File: src/rtl/function_arbiter_pkg.sv
// Shared types and constants for the two-requester function arbiter.
// State encodings are fixed so waveforms and external monitors can decode them.
package function_arbiter_pkg;

    localparam int WIDTH_DEF = 8;
    localparam int CNT_W_DEF = 16;

    typedef enum logic [1:0] {
        S_IDLE = 2'd0,
        S_EXEC = 2'd1,
        S_RESP = 2'd2
    } state_t;

    // Reference form of the shared operation, used for documentation of intent only.
    function automatic logic [WIDTH_DEF-1:0] fc_ref(input logic [WIDTH_DEF-1:0] a,
                                                    input logic [WIDTH_DEF-1:0] b);
        return a & ~b;
    endfunction

endpackage

File: src/rtl/function_arbiter_if.sv
// Handshake bundle between the two operand producers, the result consumer and the arbiter.
interface function_arbiter_if #(
    parameter int WIDTH = 8,
    parameter int CNT_W = 16
);
    logic             req0_valid;
    logic [WIDTH-1:0] req0_a;
    logic [WIDTH-1:0] req0_b;
    logic             req0_ready;
    logic             req1_valid;
    logic [WIDTH-1:0] req1_a;
    logic [WIDTH-1:0] req1_b;
    logic             req1_ready;
    logic             res_valid;
    logic [WIDTH-1:0] res_data;
    logic             res_id;
    logic             res_ready;
    logic             busy;
    logic [CNT_W-1:0] op_count;

    modport slave (
        input  req0_valid, req0_a, req0_b, req1_valid, req1_a, req1_b, res_ready,
        output req0_ready, req1_ready, res_valid, res_data, res_id, busy, op_count
    );

    modport master (
        output req0_valid, req0_a, req0_b, req1_valid, req1_a, req1_b, res_ready,
        input  req0_ready, req1_ready, res_valid, res_data, res_id, busy, op_count
    );
endinterface

File: src/rtl/function_arbiter_rr_arb2.sv
// Combinational two-way round-robin grant; the requester not served last wins a tie.
module rr_arb2 (
    input  logic valid0,
    input  logic valid1,
    input  logic last_grant,
    output logic grant_vld,
    output logic grant_id
);
    assign grant_vld = valid0 | valid1;
    assign grant_id  = (valid0 & valid1) ? ~last_grant : valid1;
endmodule

File: src/rtl/function_component.sv
// Shared datapath: out = (a|b) - b, which equals a & ~b; the borrow-out is dropped.
module function_component #(
    parameter int WIDTH = 8
) (
    input  logic [WIDTH-1:0] a,
    input  logic [WIDTH-1:0] b,
    output logic [WIDTH-1:0] out
);
    assign out = (a | b) - b;
endmodule

File: src/rtl/function_arbiter.sv
// Shares one function_component between two requesters: round-robin accept,
// one-cycle execute, result held until the consumer takes it, completed-op counter.
module function_arbiter
    import function_arbiter_pkg::*;
#(
    parameter int WIDTH = WIDTH_DEF,
    parameter int CNT_W = CNT_W_DEF
) (
    input logic               clk,
    input logic               rst,
    function_arbiter_if.slave bus
);

    state_t           state;
    state_t           state_next;
    logic             last_grant;
    logic             grant_vld;
    logic             grant_id;
    logic             accept;
    logic [WIDTH-1:0] op_a_p0;
    logic [WIDTH-1:0] op_b_p0;
    logic             op_id_p0;
    logic [WIDTH-1:0] fc_out;
    logic             res_valid_p1;
    logic [WIDTH-1:0] res_data_p1;
    logic             res_id_p1;
    logic [CNT_W-1:0] op_count;

    rr_arb2 u_arb (
        .valid0     (bus.req0_valid),
        .valid1     (bus.req1_valid),
        .last_grant (last_grant),
        .grant_vld  (grant_vld),
        .grant_id   (grant_id)
    );

    function_component #(.WIDTH(WIDTH)) u_fc (
        .a   (op_a_p0),
        .b   (op_b_p0),
        .out (fc_out)
    );

    assign accept         = (state == S_IDLE) & grant_vld;
    assign bus.req0_ready = accept & ~grant_id;
    assign bus.req1_ready = accept & grant_id;
    assign bus.res_valid  = res_valid_p1;
    assign bus.res_data   = res_data_p1;
    assign bus.res_id     = res_id_p1;
    assign bus.busy       = (state != S_IDLE);
    assign bus.op_count   = op_count;

    always_comb begin
        state_next = S_IDLE;
        case (state)
            S_IDLE:  state_next = accept ? S_EXEC : S_IDLE;
            S_EXEC:  state_next = S_RESP;
            S_RESP:  state_next = bus.res_ready ? S_IDLE : S_RESP;
            default: state_next = S_IDLE;
        endcase
    end

    always_ff @(posedge clk) begin
        if (rst) state <= S_IDLE;
        else     state <= state_next;
    end

    // Operand capture (p0) and result register (p1); reset also clears data so an
    // aborted operation leaves nothing behind.
    always_ff @(posedge clk) begin
        if (rst) begin
            last_grant   <= 1'b1;
            op_a_p0      <= '0;
            op_b_p0      <= '0;
            op_id_p0     <= 1'b0;
            res_valid_p1 <= 1'b0;
            res_data_p1  <= '0;
            res_id_p1    <= 1'b0;
            op_count     <= '0;
        end else begin
            case (state)
                S_IDLE: begin
                    if (accept) begin
                        op_a_p0    <= grant_id ? bus.req1_a : bus.req0_a;
                        op_b_p0    <= grant_id ? bus.req1_b : bus.req0_b;
                        op_id_p0   <= grant_id;
                        last_grant <= grant_id;
                    end
                end
                S_EXEC: begin
                    res_data_p1  <= fc_out;
                    res_id_p1    <= op_id_p0;
                    res_valid_p1 <= 1'b1;
                end
                S_RESP: begin
                    if (bus.res_ready) begin
                        res_valid_p1 <= 1'b0;
                        op_count     <= op_count + CNT_W'(1);
                    end
                end
                default: ;
            endcase
        end
    end

endmodule
File: src/flat_wrapper.sv
// flat-port wrapper written by rule: the top's interface ports become plain ports
module function_arbiter_flat import function_arbiter_pkg::*;
#(
    parameter int WIDTH = WIDTH_DEF,
    parameter int CNT_W = CNT_W_DEF
)
  (clk, rst, bus_req0_valid, bus_req0_a, bus_req0_b, bus_req1_valid, bus_req1_a, bus_req1_b, bus_res_ready, bus_req0_ready, bus_req1_ready, bus_res_valid, bus_res_data, bus_res_id, bus_busy, bus_op_count);
  function_arbiter_if #(.WIDTH(WIDTH), .CNT_W(CNT_W)) bus_i ();
  input logic clk;
  input logic rst;
  input wire logic [$bits(bus_i.req0_valid)-1:0] bus_req0_valid;
  input wire logic [$bits(bus_i.req0_a)-1:0] bus_req0_a;
  input wire logic [$bits(bus_i.req0_b)-1:0] bus_req0_b;
  input wire logic [$bits(bus_i.req1_valid)-1:0] bus_req1_valid;
  input wire logic [$bits(bus_i.req1_a)-1:0] bus_req1_a;
  input wire logic [$bits(bus_i.req1_b)-1:0] bus_req1_b;
  input wire logic [$bits(bus_i.res_ready)-1:0] bus_res_ready;
  output wire logic [$bits(bus_i.req0_ready)-1:0] bus_req0_ready;
  output wire logic [$bits(bus_i.req1_ready)-1:0] bus_req1_ready;
  output wire logic [$bits(bus_i.res_valid)-1:0] bus_res_valid;
  output wire logic [$bits(bus_i.res_data)-1:0] bus_res_data;
  output wire logic [$bits(bus_i.res_id)-1:0] bus_res_id;
  output wire logic [$bits(bus_i.busy)-1:0] bus_busy;
  output wire logic [$bits(bus_i.op_count)-1:0] bus_op_count;
  assign bus_i.req0_valid = bus_req0_valid;
  assign bus_i.req0_a = bus_req0_a;
  assign bus_i.req0_b = bus_req0_b;
  assign bus_i.req1_valid = bus_req1_valid;
  assign bus_i.req1_a = bus_req1_a;
  assign bus_i.req1_b = bus_req1_b;
  assign bus_i.res_ready = bus_res_ready;
  assign bus_req0_ready = bus_i.req0_ready;
  assign bus_req1_ready = bus_i.req1_ready;
  assign bus_res_valid = bus_i.res_valid;
  assign bus_res_data = bus_i.res_data;
  assign bus_res_id = bus_i.res_id;
  assign bus_busy = bus_i.busy;
  assign bus_op_count = bus_i.op_count;
  function_arbiter #(.WIDTH(WIDTH), .CNT_W(CNT_W)) u_core (.clk(clk), .rst(rst), .bus(bus_i));
endmodule
File: config.mk
export PLATFORM = sky130hd
export DESIGN_NAME = function_arbiter_flat
export DESIGN_NICKNAME = d
export VERILOG_FILES = /design/src/rtl/function_arbiter_pkg.sv /design/src/rtl/function_arbiter_if.sv /design/src/rtl/function_arbiter_rr_arb2.sv /design/src/rtl/function_component.sv /design/src/rtl/function_arbiter.sv /design/src/flat_wrapper.sv
export SDC_FILE = /design/constraint.sdc
export NUM_CORES = 1
export LEC_CHECK = 0
export BUFFER_PORTS_ARGS = -buffer_cell sky130_fd_sc_hd__buf_4
export CAP_MARGIN = 20
export CORE_ASPECT_RATIO = 1.25
export CORE_MARGIN = 1
export CORE_UTILIZATION = 45
export CTS_BUF_LIST = sky130_fd_sc_hd__clkbuf_2
export CTS_CLUSTER_SIZE = 10
export DETAILED_ROUTE_END_ITERATION = 16
export PLACE_DENSITY = 0.75
export SLEW_MARGIN = 5
export SYNTH_ARGS = -nofsm -noshare
export SYNTH_HDL_FRONTEND = slang
export SYNTH_SLANG_ARGS = --single-unit
File: constraint.sdc
create_clock -name clk -period 3.8 [get_ports clk]
set_input_delay 1.14 -clock clk [delete_from_list [all_inputs] [get_ports clk]]
set_output_delay 1.14 -clock clk [all_outputs]
set_load 0.02 [all_outputs]
==> results of run 1 <==
## report_power, final
part | internal (W) | switching, W
Sequential | 0.000512 | 0.0000185
Combinational | 0.0000831 | 0.0000884
Clock | 0.0000479 | 0.000143
Total | 0.000643 | 0.000250
## routing by layer
metal	share of wire (%)	up-vias	global-route usage, %	routed length, um
li1	-	884	-	-
met1	43	865	23.5	1840
met2	50	59	35.3	2150
met3	6.1	6	6.61	262
met4	1.4	0	6.98	62
met5	0	-	0	0
## area by class of cell
class	instances	area [sq um]
clock buffers	7	35.0
well taps	56	70.1
multi-input cells	148	892
inverters	5	18.8
flip-flops and latches	46	921
fillers	403	1620
repair buffers	68	510
## synth_stat cells
master	n
nor3_1	4
clkbuf_8	1
or3_1	4
a21oi_1	14
a31o_2	1
nand3_1	4
a311oi_1	2
a211oi_1	1
or4_4	1
buf_6	1
clkbuf_1	7
and3b_1	1
nand3b_1	3
nand4_1	4
o21ai_0	4
nor4_1	4
a222oi_1	16
conb_1	1
a21o_1	1
ha_1	2
nand2_1	18
nand2b_1	3
nor2_1	35
o21ai_1	1
buf_1	1
dfxtp_1	46
a211o_1	1
nand4_2	1
inv_1	5
buf_2	2
xnor2_1	9
nor2b_1	6
and3_1	3
or3b_2	1
xor2_1	3
## critical path: stages
cell,delay (ns)
buf_4,0.12
nand2b_1,0.05
and3_1,0.18
buf_4,0.15
## sequential cells by signal (all words and copies together) (netlist names)
name,count
u_core.bus.op_count,16
u_core.bus.res_data,8
u_core.op_a_p0,8
u_core.op_b_p0,8
u_core.state,2
u_core.bus.res_id,1
u_core.bus.res_valid,1
u_core.last_grant,1
u_core.op_id_p0,1
## metrics by stage
step / cell area, sq um / cells / utilization [%] / power [W]
5_1_grt: 2450 / 330 / 60.2 / 0.000934
3_5_place_dp: 2410 / 323 / 59.3 / 0.000712
2_1_floorplan: 1900 / 211 / - / 0.000641
6_report: 2450 / 330 / 60.2 / 0.000893
3_3_place_gp: 2410 / 323 / 59.3 / 0.000709
4_1_cts: 2450 / 330 / 60.2 / 0.000897
## worst max path at each step
| stage | to | slack (ns) | cells past startpoint |
|---|---|---|---|
| after floorplan | bus_req1_ready | 0.78 | 4 |
| after global placement | bus_req0_ready | 1.02 | 4 |
| after detailed placement | bus_req0_ready | 1.03 | 4 |
| after CTS | bus_req0_ready | 1.02 | 4 |
| after global routing | bus_req0_ready | 1.00 | 4 |
| final | bus_req0_ready | 1.03 | 4 |
## cells by family after synthesis
group,Yosys count,share of synthesized area [%]
buffers and inverters,17,4.42
AND/OR/NAND/NOR,92,23.9
other,1,0.198
flip-flops,46,48.5
adder cells (fa/ha/maj),2,1.32
XOR/XNOR,12,5.54
AO/OA/AOI/OAI,41,16.1
==> qor.log, run 1 <==
qor: worst_setup_path.r2r_setup_slack 1.83 ns
qor: global_routing.first_pass_grt_wire_length 6780 um
qor: pwr.leakagePower 1.01 nW
qor: timing.fmax 361 MHz
qor: timing.tightest_slew 0.837 ns
qor: die.die_width 60.1 um
qor: worst_setup_path.critPathLaunch bus_req1_valid
qor: global_routing.grt_antenna_before_repair 0
qor: drt.route.detailed.drc 0
qor: timing.clock-skew-final 0.0121 ns
qor: clocking.cts_resized 0
qor: die.io_pins 66
qor: placed_design.routabilityCongestion 0.786
qor: synth.syn-mean-instance-area 8.99 sq um
qor: finish.most-common-layout-cells buf_4 (68), dfxtp_1 (46), nor2_1 (35)
qor: drt.avgViaCountPerCell 5.50
qor: job.cap_violations 0
qor: clocking.cts_clock_pin_slew_for_the_worst_setup_and_hold_paths 0.21 ns
qor: synth.ys_seq_area_share 48.5%
qor: worst_setup_path.critPathMaxFanout 3
qor: worst_setup_path.crit_required 2.66 ns
qor: clocking.clockBufferDepth 2
qor: clocking.cts-htree-levels 2
qor: drt.route.detailed.wl_per_inst 13.1 um
qor: drt.initialDrtViolationCount 153
qor: timing.final-max-slew-violation-count 0
qor: timing.max_slew_margin 44.1%
qor: clocking.cts-buffers-inserted 5
qor: synth.synth_top_cell_by_area dfxtp_1
qor: timing.final.period_utilization 73.0%
qor: worst_setup_path.worstSetupEndpointType output pin
qor: die.num_rows 26
qor: synth.postSynthNetCount 250
qor: die.fp.dieArea 4480 sq um
qor: placed_design.detailedPlacementHpwl 3120 um
qor: finish.leading_cell_type_in_the_layout_fill_and_taps_excluded buf_4
qor: drt.via_count 1,814
qor: clocking.clkLatencyLatePin 0.41 ns
qor: worst_setup_path.ff2ff_path_depth 4
qor: timing.setup-tns-final 0 ns
qor: worst_setup_path.cp.arrival 1.63 ns
qor: clocking.hold_fix_buffer_count_after_cts 0
qor: pwr.power_per_cell_area 365 nW/um^2
qor: synth.post_synth_inst_count 211
qor: timing.final.min_clock_period 2.77 ns
qor: finish.flow.area_growth_from_synthesis 29.0%
qor: clocking.postCtsSetupBuffers 0
qor: timing.rsz_0062_raised_after_global_routing no
qor: finish.ratio_of_cells_with_drive_above_1_in_the_final_layout 28.8%
qor: synth.warnings_synthesis 0
qor: global_routing.number_of_global_route_vias_before_repair 1,561
qor: global_routing.globalRouteOverflowTotal 0
qor: timing.timing.final.setup_violations 0
qor: clocking.clock_sinks 46
qor: synth.yosys_register_bits 46
qor: worst_setup_path.rr_startpoint u_core.state[1]$_SDFF_PP0_
qor: clocking.tritoncts done
qor: die.floorplan.initialDensity 46.6%
qor: timing.finalHoldViolCount 0
qor: timing.fin_ws 1.03 ns
qor: drt.totalWireLength 4320 um
qor: finish.diodes 0
qor: timing.final.hold.worst_slack 0.470 ns
qor: worst_setup_path.worstReg2RegEnd u_core.bus.op_count[15]$_SDFFE_PP0P_
qor: drt.drtAntennaViolNets 0
qor: worst_setup_path.timing.setup.critical_path_class input pin to output pin
qor: run_status.run_status complete, no violations
qor: placed_design.post-place-ws 1.03 ns
qor: worst_setup_path.timing.critical_path.from_type input pin
qor: synth.netlist_area 1900 sq um
qor: hold_path.timing.hold.worst_endpoint u_core.bus.res_id$_SDFFE_PP0P_
qor: global_routing.grt.total_usage 20.4%
qor: finish.fin_nets 313
qor: hold_path.timing.hold.worst.class register to register
qor: synth.ys_top_cells_by_area dfxtp_1 (49%), a222oi_1 (8.4%), nor2_1 (6.9%)
qor: pwr.ir_drop 289 uV
qor: hold_path.startpoint_of_the_lowest_slack_hold_path u_core.op_id_p0$_SDFFE_PP0P_
qor: die.die-height 74.6 um
qor: placed_design.numPortBuffers 65
qor: hold_path.worstHoldPathCells 2
qor: die.placeableCoreArea 4070 sq um
qor: synth.yosysTopAreaCellShare 48.5%
qor: clocking.clock_tree.root_cell clkbuf_2
qor: synth.synth.distinct_cells 35
qor: drt.detailed_router_iteration_count_before_antenna_repair 5
qor: global_routing.grt_start_max_net_pins 47
Note: power is estimated with default switching activity, not from simulation.
==> run 2: changes to the inputs <==
- clock period: 3.8 -> 2.7 ns (I/O delays scaled with it)
==> qor.log, run 2 (same netlist as run 1, synthesis figures left out) <==
qor: clocking.postCtsSetupBuffers 0
qor: global_routing.groute.layer.met3.usage 5.74%
qor: global_routing.grt.total_usage 20.3%
qor: global_routing.grt_start_max_net_pins 47
qor: hold_path.timing.hold.worst.class register to register
qor: global_routing.number_of_global_route_vias_before_repair 1,578
qor: finish.leading_cell_type_in_the_layout_fill_and_taps_excluded buf_4
qor: die.die_width 60.1 um
qor: global_routing.grt_antenna_before_repair 0
qor: timing.rsz_0062_raised_after_global_routing no
qor: timing.fin_ws 0.440 ns
qor: drt.route.detailed.wl_per_inst 13.0 um
qor: worst_setup_path.cp.arrival 1.45 ns
qor: timing.finalHoldViolCount 0
qor: timing.final-max-slew-violation-count 0
qor: clocking.cts_clock_pin_slew_for_the_worst_setup_and_hold_paths 0.21 ns
qor: worst_setup_path.critPathMaxFanout 6
qor: timing.final.min_clock_period 2.26 ns
qor: clocking.cts-buffers-inserted 5
qor: global_routing.globalRouteMet2Util 34.2%
qor: timing.clock-skew-final 0.0114 ns
qor: timing.max_slew_margin 41.9%
qor: pwr.p_int 0.000905 W
qor: worst_setup_path.r2r_setup_slack 0.78 ns
qor: placed_design.numPortBuffers 65
qor: worst_setup_path.timing.critical_path.from_type register
qor: die.fp.dieArea 4480 sq um
qor: finish.largest_register_ffs 16
qor: finish.fin_nets 314
qor: timing.setup-tns-final 0 ns
qor: global_routing.groute.layer.met1.usage 24.4%
qor: global_routing.first_pass_grt_wire_length 6790 um
qor: pwr.power_per_cell_area 514 nW/um^2
qor: timing.tightest_slew 0.869 ns
qor: global_routing.top_usage_layer met2
qor: worst_setup_path.crit_required 1.89 ns
qor: run_status.run_status complete, no violations
qor: finish.nFillCells 363
qor: clocking.clockBufferDepth 2
qor: die.floorplan.initialDensity 46.6%
qor: placed_design.detailedPlacementHpwl 3060 um
qor: clocking.clock_tree.root_cell clkbuf_2
qor: drt.avgViaCountPerCell 5.37
qor: drt.totalWireLength 4310 um
qor: clocking.hold_fix_buffer_count_after_cts 0
qor: pwr.relative_contribution_of_sequential_cells_to_total_power 59.1%
qor: pwr.power.share.switching 28.2%
qor: pwr.leakagePower 1.01 nW
qor: pwr.power.share.clock 21.7%
qor: clocking.clock_sinks 46
qor: drt.route.detailed.drc 0
qor: worst_setup_path.timing.setup.critical_path_class register to output pin
qor: die.die-height 74.6 um
qor: clocking.cts_resized 0
qor: clocking.cts-htree-levels 2
qor: finish.post_route_utilization 60.4%
qor: clocking.clkLatencyLatePin 0.41 ns
qor: timing.final.period_utilization 83.7%
qor: finish.diodes 0
qor: drt.drtAntennaViolNets 0
qor: placed_design.post-place-ws 0.530 ns
qor: finish.most-common-layout-cells buf_4 (69), dfxtp_1 (46), nor2_1 (35)
qor: die.placeableCoreArea 4070 sq um
qor: finish.registers.top_by_ff_count u_core.bus.op_count
qor: pwr.power.net_switching 0.000356 W
qor: job.cap_violations 0
qor: drt.initialDrtViolationCount 128
qor: finish.flow.area_growth_from_synthesis 29.4%
qor: pwr.combinationalPowerShare 19.2%
qor: timing.timing.final.setup_violations 0
qor: drt.detailed_router_iteration_count_before_antenna_repair 6
qor: die.num_rows 26
qor: placed_design.routabilityCongestion 0.784
qor: drt.via_count 1,777
qor: die.io_pins 66
qor: worst_setup_path.worstSetupEndpointType output pin
qor: pwr.ir_drop 326 uV
qor: clocking.tritoncts done
qor: global_routing.globalRouteOverflowTotal 0
qor: timing.fmax 443 MHz
qor: finish.ratio_of_cells_with_drive_above_1_in_the_final_layout 29.1%
-- run 2: metal layers --
metal	wire [um]	up-vias
li1	-	883
met1	1840	828
met2	2160	60
met3	243	6
met4	61	0
met5	0	-
-- run 2: area by class of cell --
class | count | area (sq um) | share of cell area, %
Clock buffer | 7 | 35.0 | 1.43
Inverter | 5 | 18.8 | 0.765
Multi-Input combinational cell | 148 | 892 | 36.3
Sequential cell | 46 | 921 | 37.5
Tap cell | 56 | 70.1 | 2.85
Timing Repair Buffer | 69 | 518 | 21.1
-- run 2: critical path, cell delays in order, from the launching register on --
cell and delay (ns):
dfxtp_1 0.40, nor2_1 0.27, and3_1 0.24, buf_4 0.15
-- run 2: final timing paths --
path / cells after the start / from / end
hold reg to reg: 2 / u_core.op_id_p0$_SDFFE_PP0P_ / u_core.bus.res_id$_SDFFE_PP0P_
hold / removal: 2 / u_core.op_id_p0$_SDFFE_PP0P_ / u_core.bus.res_id$_SDFFE_PP0P_
setup reg to reg: 6 / u_core.op_a_p0[1]$_SDFFE_PP0P_ / u_core.bus.res_data[6]$_SDFFE_PP0P_
setup / recovery: 3 / u_core.state[1]$_SDFF_PP0_ / bus_req0_ready
-- run 2: metrics by stage --
step / power, W / area, sq um / hold WS [ns] / std cells
detailed placement: 0.00100 / 2420 / 0.449 / 324
finish: 0.00126 / 2450 / 0.471 / 331
CTS: 0.00127 / 2450 / 0.472 / 331
global placement: 0.000998 / 2420 / 0.441 / 324
global route: 0.00132 / 2450 / 0.507 / 331
floorplan: 0.000903 / 1900 / 0.430 / 211
-- run 2: power groups by stage --
stage	Combinational [W]	Sequential (W)	Clock (W)
2_1_floorplan	0.000139	0.000764	0
3_3_place_gp	0.000239	0.000758	0
3_5_place_dp	0.000242	0.000758	0
4_1_cts	0.000243	0.000745	0.000279
5_1_grt	0.000266	0.000751	0.000304
6_report	0.000242	0.000746	0.000274
